`src/rtl/bin_to_bcd4d_seq_pkg.sv`:
```
// Shared types and constants for the sequential 14-bit binary to 4-digit BCD converter.
package bin_to_bcd4d_seq_pkg;

    localparam int BIN_W  = 14;
    localparam int DIGITS = 4;
    localparam int SR_W   = 4 * DIGITS + BIN_W;

    localparam logic [BIN_W-1:0] BCD_MAX = 14'd9999;

    typedef logic [3:0] bcd_digit_t;

    typedef enum logic [1:0] {
        IDLE   = 2'd0,
        SHIFT  = 2'd1,
        FINISH = 2'd2
    } state_t;

endpackage

```
`src/rtl/bin_to_bcd4d_seq_if.sv`:
```
// Handshake and result bundle between a requester and the BCD converter.
interface bin_to_bcd4d_seq_if;
    import bin_to_bcd4d_seq_pkg::*;

    logic             start;
    logic [BIN_W-1:0] bin;
    logic             busy;
    logic             done;
    logic             ovf;
    bcd_digit_t       d1000;
    bcd_digit_t       d0100;
    bcd_digit_t       d0010;
    bcd_digit_t       d0001;

    modport master (
        output start, bin,
        input  busy, done, ovf, d1000, d0100, d0010, d0001
    );

    modport slave (
        input  start, bin,
        output busy, done, ovf, d1000, d0100, d0010, d0001
    );

endinterface

```
`src/rtl/bin_to_bcd4d_seq_add3.sv`:
```
// Double-dabble correction for one BCD nibble: values of 5 or more get 3 added before the shift.
module bcd_add3
    import bin_to_bcd4d_seq_pkg::*;
(
    input  bcd_digit_t din,
    output bcd_digit_t dout
);

    assign dout = (din >= 4'd5) ? din + 4'd3 : din;

endmodule

```
`src/rtl/bin_to_bcd4d_seq.sv`:
```
// Iterative shift-add-3 converter: one 14-bit value in, four BCD digits out after 16 cycles.
module bin_to_bcd4d_seq
    import bin_to_bcd4d_seq_pkg::*;
(
    input  logic               clk,
    input  logic               rst_n,
    bin_to_bcd4d_seq_if.slave  bus
);

    state_t          state;
    logic [SR_W-1:0] sr;
    logic [SR_W-1:0] sr_adj;
    logic [3:0]      cnt;
    logic            ovf_flag;
    logic            busy_q;
    logic            done_q;
    logic            ovf_q;
    bcd_digit_t      d1000_q;
    bcd_digit_t      d0100_q;
    bcd_digit_t      d0010_q;
    bcd_digit_t      d0001_q;
    bcd_digit_t      adj [DIGITS];

    // Index 0 is the units nibble, sitting just above the binary field.
    for (genvar g = 0; g < DIGITS; g++) begin : g_add3
        bcd_add3 u_add3 (
            .din  (sr[BIN_W + 4*g +: 4]),
            .dout (adj[g])
        );
    end

    always_comb begin
        sr_adj = sr;
        for (int i = 0; i < DIGITS; i++) begin
            sr_adj[BIN_W + 4*i +: 4] = adj[i];
        end
    end

    // Outputs only move on the FINISH edge, so a new conversion never disturbs the last result.
    always_ff @(posedge clk or negedge rst_n) begin
        if (!rst_n) begin
            state    <= IDLE;
            sr       <= '0;
            cnt      <= '0;
            ovf_flag <= 1'b0;
            busy_q   <= 1'b0;
            done_q   <= 1'b0;
            ovf_q    <= 1'b0;
            d1000_q  <= '0;
            d0100_q  <= '0;
            d0010_q  <= '0;
            d0001_q  <= '0;
        end else begin
            case (state)
                IDLE: begin
                    done_q <= 1'b0;
                    if (bus.start) begin
                        sr       <= {{(4*DIGITS){1'b0}}, bus.bin};
                        cnt      <= '0;
                        ovf_flag <= (bus.bin > BCD_MAX);
                        busy_q   <= 1'b1;
                        state    <= SHIFT;
                    end
                end
                SHIFT: begin
                    sr  <= sr_adj << 1;
                    cnt <= cnt + 4'd1;
                    if (cnt == 4'(BIN_W - 1)) begin
                        state <= FINISH;
                    end
                end
                FINISH: begin
                    if (ovf_flag) begin
                        d1000_q <= 4'd9;
                        d0100_q <= 4'd9;
                        d0010_q <= 4'd9;
                        d0001_q <= 4'd9;
                        ovf_q   <= 1'b1;
                    end else begin
                        d1000_q <= sr[BIN_W + 12 +: 4];
                        d0100_q <= sr[BIN_W + 8  +: 4];
                        d0010_q <= sr[BIN_W + 4  +: 4];
                        d0001_q <= sr[BIN_W      +: 4];
                        ovf_q   <= 1'b0;
                    end
                    cnt    <= '0;
                    done_q <= 1'b1;
                    busy_q <= 1'b0;
                    state  <= IDLE;
                end
                default: begin
                    state <= IDLE;
                end
            endcase
        end
    end

    assign bus.busy  = busy_q;
    assign bus.done  = done_q;
    assign bus.ovf   = ovf_q;
    assign bus.d1000 = d1000_q;
    assign bus.d0100 = d0100_q;
    assign bus.d0010 = d0010_q;
    assign bus.d0001 = d0001_q;

endmodule

```
`src/flat_wrapper.sv`:
```
// flat-port wrapper written by rule: the top's interface ports become plain ports
module bin_to_bcd4d_seq_flat import bin_to_bcd4d_seq_pkg::*;
  (clk, rst_n, bus_start, bus_bin, bus_busy, bus_done, bus_ovf, bus_d1000, bus_d0100, bus_d0010, bus_d0001);
  bin_to_bcd4d_seq_if bus_i ();
  input  logic clk;
  input  logic rst_n;
  input wire logic [$bits(bus_i.start)-1:0] bus_start;
  input wire logic [$bits(bus_i.bin)-1:0] bus_bin;
  output wire logic [$bits(bus_i.busy)-1:0] bus_busy;
  output wire logic [$bits(bus_i.done)-1:0] bus_done;
  output wire logic [$bits(bus_i.ovf)-1:0] bus_ovf;
  output wire logic [$bits(bus_i.d1000)-1:0] bus_d1000;
  output wire logic [$bits(bus_i.d0100)-1:0] bus_d0100;
  output wire logic [$bits(bus_i.d0010)-1:0] bus_d0010;
  output wire logic [$bits(bus_i.d0001)-1:0] bus_d0001;
  assign bus_i.start = bus_start;
  assign bus_i.bin = bus_bin;
  assign bus_busy = bus_i.busy;
  assign bus_done = bus_i.done;
  assign bus_ovf = bus_i.ovf;
  assign bus_d1000 = bus_i.d1000;
  assign bus_d0100 = bus_i.d0100;
  assign bus_d0010 = bus_i.d0010;
  assign bus_d0001 = bus_i.d0001;
  bin_to_bcd4d_seq u_core (.clk(clk), .rst_n(rst_n), .bus(bus_i));
endmodule
```
`config.mk`:
```
export PLATFORM = sky130hd
export DESIGN_NAME = bin_to_bcd4d_seq_flat
export DESIGN_NICKNAME = d
export VERILOG_FILES = /design/src/rtl/bin_to_bcd4d_seq_pkg.sv /design/src/rtl/bin_to_bcd4d_seq_if.sv /design/src/rtl/bin_to_bcd4d_seq_add3.sv /design/src/rtl/bin_to_bcd4d_seq.sv /design/src/flat_wrapper.sv
export SDC_FILE = /design/constraint.sdc
export NUM_CORES = 1
export LEC_CHECK = 0
export ABC_CLOCK_PERIOD_IN_PS = 1500
export CAP_MARGIN = 20
export CORE_UTILIZATION = 49
export DETAILED_ROUTE_END_ITERATION = 10
export MAX_ROUTING_LAYER = met4
export PLACE_DENSITY_LB_ADDON = 0.2
export RECOVER_POWER = 50
export SLEW_MARGIN = 20
export SYNTH_ARGS = -nofsm -noshare
export SYNTH_HDL_FRONTEND = slang
export SYNTH_SLANG_ARGS = --single-unit
export TNS_END_PERCENT = 5
```
`constraint.sdc`:
```
create_clock -name clk -period 1.5 [get_ports clk]
set_clock_uncertainty 0.1 [all_clocks]
set_input_delay 0.225 -clock clk [delete_from_list [all_inputs] [get_ports clk]]
set_output_delay 0.225 -clock clk [all_outputs]
set_load 0.005 [all_outputs]
```
* Word-level counts from Yosys, hierarchy flattened *
Cells that the tools add are included.

word-level totals
  flip-flop bits (word level) = 56
  bits in latches = 0
  RAM bits = 0
  bits in read-only memories = 0
  bits of input ports = 17
  output and inout port bits = 19
  word-level logic and storage cells = 54
  memories kept = 0

operators by class
  add/subtract/negate cells = 5
  multipliers = 0
  div/mod/pow operators = 0
  $lt $le $gt $ge = 5
  equality and inequality tests = 5
  shift-type cells = 0
  mux-type cells = 19
  bitwise gates (word level) = 0
  reduce and logical (&&, ||, !) cells = 9

operator list
  cell                                                                                  count
  30-bit one-hot mux with 2 select lines                                                1
  4-bit two-way mux                                                                     8
  30-bit two-way mux                                                                    1
  4-bit by 3-bit greater-or-equal comparator with 1-bit output (second input constant)  4
  14-bit greater-than comparator (second input constant)                                1
  4-bit by 2-bit adder with 4-bit output (second input constant)                        3
  4-bit one-hot mux with 3 select lines                                                 1
  2-bit AND reduction                                                                   5
  4-bit by 1-bit adder with 4-bit output (second input constant)                        1
  4-bit equality test (second input constant)                                           1
  2-bit two-way mux                                                                     2
  1-bit one-hot mux with 2 select lines                                                 2
  2-bit one-hot mux with 2 select lines                                                 1
  2-bit nonzero test                                                                    2
  3-bit by 2-bit adder with 3-bit output (second input constant)                        1
  3-bit two-way mux                                                                     1
  3-bit nonzero test                                                                    1
  2-bit by 1-bit equality test with 1-bit output (second input constant)                1
  2-bit equality test (second input constant)                                           1
  2-bit zero test                                                                       1
  1-bit two-way mux                                                                     2
  2-bit by 1-bit inequality test with 1-bit output (second input constant)              1
  2-bit inequality test (second input constant)                                         1

* Logic depth before layout (Yosys ltp) *
  depth after elaboration = 3
  mapped depth = 5
  depth with buffers taken out = 5

* Hierarchy *
A second synthesis with hierarchy kept.

second synthesis, totals
  cell total of the unflattened synthesis = 287
  area, all modules = 2810.2 um2

modules (own cells, without submodules)
  module            instances  cells each  area each (um2)  seq. area each (um2)
  bin_to_bcd4d_seq  1          223         2404.8           1401.3
  bcd_add3          4          16          101.3            0.0

* Worst setup path before layout *
OpenSTA, ideal clock, no wires.

  kind = flip-flop to flip-flop
  from = reg u_core.sr[18]
  to = reg u_core.sr[20]
  setup time = 0.104 ns
  data arrival time = 1.186 ns
  data required time = 1.296 ns
  path slack = 0.110 ns
  cell stages (with the launch flop) = 6
  buffers on the path = 0
  period minus slack after synthesis = 1.390 ns
  path through = dfrtp_1 > inv_1 > ha_1 > nor2b_1 > o21a_1 > o311ai_1

between the ends
  word-level cells in the longest chain between the ends = 3
  elaborated cells between the ends (all ways) = 4
  classes of those cells = 1 x add/sub; 1 x order compare; 2 x mux

RTL lines
  item                                                                                                                           line                        source
  start: declaration                                                                                                             bin_to_bcd4d_seq.sv:11      logic [SR_W-1:0] sr;
  start signal: assignment                                                                                                       bin_to_bcd4d_seq.sv:58      sr <= {{(4*DIGITS){1'b0}}, bus.bin};
  start signal: assignment                                                                                                       bin_to_bcd4d_seq.sv:66      sr <= sr_adj << 1;
  4-bit by 2-bit adder with 4-bit output / 4-bit by 3-bit greater-or-equal comparator with 1-bit output (equally long branches)  bin_to_bcd4d_seq_add3.sv:9  assign dout = (din >= 4'd5) ? din + 4'd3 : din;
  4-bit two-way mux (*)                                                                                                          bin_to_bcd4d_seq_add3.sv:9
  30-bit one-hot mux with 2 select lines (*)                                                                                     bin_to_bcd4d_seq.sv:54      case (state)

Every way passes the cells marked *; elsewhere a longest branch is shown, timed or not.
A chain may end at the register's enable or synchronous reset.

* Worst setup path after layout *
  from = reg u_core.sr[14]
  to = reg u_core.sr[15]

The elaborated chain is that of the path after synthesis.

==> out/qor.yml <==
route:
  drt-total-wl_mm: 5.42
  drc: 0
  route.vias.total: 2174
  drtIter0Drc: 96
  vias_per_cell: 5.44
  drtAntennaViolNets: 0
  first_pass_iters: 4
  wire_per_inst_um: 13.5
cells_and_area:
  layout.cells.most_common: "dfrtp_1"
  layout_common_cells: "54 x dfrtp_1, 43 x nand2_1, 26 x buf_4"
  fill_cells: 457
  finalNonFillerCells: 400
  area_growth_syn_to_layout_pct: 27.7
  nets: 356
  n_antenna_cell: 0
  drive_gt1_share_pct: 17.6
clocking:
  root_buffer: "clkbuf_8"
  clk_latency_ns: 0.31
  cts_buffers: 5
  clk_pin_slew_ns: 0.09
  cts.htree.levels: 2
  clk_path_buf_depth: 2
  cts_tree: "done"
  cts_num_sinks: 56
sta:
  fin_crit_ns: 1.44
  setup_viol: 0
  clock.fmax_mhz: 693
  maxSlewViolCount: 0
  rsz0062_at_grt: "true"
  tns_ns: 0
  slew_headroom_pct: 50.0
  tightest_slew_ns: 0.750
  post-route-period-util_pct: 96.2
  hold_violations: 0
die:
  die_w_um: 76.9
  rows: 26
  die_height_um: 76.9
  core_mm2: 0.00527
  pin_count: 36
  die-area_mm2: 0.00592
  start_util_pct: 52.2
synthesis:
  postSynthCellCount: 273
  yosysSeqAreaShare_pct: 50.9
  synth_area_leaders: "dfrtp_1 51%, nand2_1 5.9%, ha_1 4.5%"
  syn_nets: 300
  syn_area_per_cell_um2: 10.1
  synth_top_area_share_pct: 50.9
  synth_ff_type: "dfrtp_1"
  ys_async_sr_fraction_pct: 100
  synth_edf_count: 0
  synth_area_mm2: 0.00275
  ys_ff_latch: 56
  yosysTopAreaCell: "dfrtp_1"
  yosysUniqueCellTypes: 40
  yosys_warnings: 0
run:
  drv_cap: 0
global_routing:
  grt_pass1_vias: 2166
  grt_overflow_total: 0
  grt_max_degree: 57
  antenna_found_initial: 0
  grt_first_pass_wirelength_mm: 9.69
  grt_usage_pct: 20.9
power:
  power_density_mw_per_mm2: 1850
  leakage_nw: 1.69
  switching_power_mw: 2.51
  share_seq_of_total_power_pct: 37.4
  p_clk_share_pct: 13.2
  peakVddDrop_mv: 0.935
  swShare_pct: 38.5
  p_comb_share_pct: 49.3
  internal_power_mw: 4.01
worst_setup_path:
  required_ns: 1.59
  path_max_fanout: 4
  start_kind: "register"
  crit_slowest_cell: "dfrtp_1"
  worstPathCellList: "buf_4 -> ha_1 -> nor2b_4 -> o21a_1 -> o221ai_2"
  crit_type: "register to register"
  max_stage_delay_ns: 0.39
  endpoint_kind: "register"
  arrival_ns: 1.53
status:
  outcome: "complete, no violations"
placement:
  dpl.hpwl_mm: 3.69
  placed_cells: 387
  io_buffers: 35
  gp_congestion: 0.802
worst_hold_path:
  hp-class: "register to register"
==> synth_stat cells (2+ instances only) <==
| library cell | number |
|---|---|
| a31oi_1 | 2 |
| o311ai_1 | 4 |
| mux2i_1 | 12 |
| inv_1 | 20 |
| buf_2 | 10 |
| o2111ai_1 | 8 |
| ha_1 | 10 |
| a21oi_1 | 3 |
| nand2b_1 | 3 |
| o21ai_1 | 5 |
| o221ai_1 | 4 |
| nand2_1 | 43 |
| nor2_1 | 14 |
| o21a_1 | 4 |
| o32ai_1 | 4 |
| o21ai_0 | 22 |
| o31ai_1 | 13 |
| dfrtp_1 | 56 |
| a32o_1 | 4 |
| nand3_1 | 2 |
| clkbuf_1 | 4 |
| nor2b_1 | 6 |
| xnor2_1 | 3 |
==> sequential cells by signal, summed over array words and instances (netlist names), 2 cells and up <==
register	flops
u_core.sr	30
u_core.bus.d0001	4
u_core.bus.d0010	4
u_core.bus.d0100	4
u_core.bus.d1000	4
u_core.cnt	4
u_core.state	2
==> stage by stage <==
stage	util (%)	instance area (um^2)	hold WS [ns]	worst slack, ns	power [mW]
after floorplan	-	2750	-0.171	0.110	4.37
after global placement	62.9	3320	0.151	-0.221	5.35
after detailed placement	62.9	3320	0.151	-0.258	5.45
after CTS	65.1	3430	0.348	-0.00397	6.30
after global routing	66.7	3510	0.418	-0.0244	7.08
final	66.7	3510	0.375	0.0564	6.51
==> worst max-delay path, delay by kind of cell (launching register included) <==
family | cells | cell delay (ns)
DFF | 1 | 0.39
and+or+nand+nor | 1 | 0.14
adders and majority gates | 1 | 0.22
buffers and inverters | 1 | 0.15
AOI/OAI and AO/OA | 2 | 0.33
==> area by class of cell <==
type | count | area [um^2] | share of cell area, %
Sequential cell | 56 | 1400 | 40.0
Multi-Input combinational cell | 180 | 1250 | 35.5
Timing Repair Buffer | 66 | 608 | 17.3
Clock buffer | 8 | 90.1 | 2.56
Tap cell | 70 | 87.6 | 2.49
Inverter | 20 | 75.1 | 2.14
==> worst paths after layout <==
check	from	to	slack, ns	cells after the start
worst max-delay path	u_core.sr[14]	u_core.sr[15]	0.06	5
max in group asynchronous	rst_n	u_core.state[0]	0.24	3
worst min register to register	u_core.bus.d0001[2]	u_core.bus.d0001[2]	0.37	2
worst max register to register	u_core.sr[14]	u_core.sr[15]	0.06	5
worst min-delay path	u_core.bus.d0001[2]	u_core.bus.d0001[2]	0.37	2
min in group asynchronous	rst_n	u_core.bus.d0100[2]	0.52	3
==> per-layer routing <==
layer | GRT usage (%) | vias up | wire length, um
li1 | - | 1076 | -
met3 | 4.29 | 5 | 178
met1 | 25.8 | 1054 | 2590
met2 | 35.4 | 39 | 2600
met4 | 4.62 | 0 | 44
met5 | - | - | 0
==> what timing repair did <==
item                                    4_1_cts  5_1_grt
hold buffers                                  1        0
pin swaps                                     0        1
endpoints found under the setup margin       16       19
buffers inserted                              3        1
hold endpoints to repair                     56        0
resized for setup                            14       27
==> logic make-up (layout without fill, tap and decap cells) <==
kind of cell	Yosys count	in the layout	share of synthesized area [%]
AO/OA/AOI/OAI	80	80	20.5
AND/OR/NAND/NOR	74	74	11.9
multiplexers	12	12	4.37
buffers and inverters	37	94	6.50
adder cells (fa/ha/maj)	10	10	4.55
flip-flops	56	56	50.9
XOR/XNOR	4	4	1.27
==> power groups by stage <==
| stage | logic (mW) | registers, mW | clock network, mW |
|---|---|---|---|
| 2_1_floorplan | 1.97 | 2.40 | 0 |
| 3_3_place_gp | 2.92 | 2.44 | 0 |
| 3_5_place_dp | 3.00 | 2.46 | 0 |
| 4_1_cts | 2.99 | 2.42 | 0.885 |
| 5_1_grt | 3.61 | 2.52 | 0.943 |
| 6_report | 3.21 | 2.44 | 0.860 |
No activity file was read; power rests on OpenSTA's default activity.
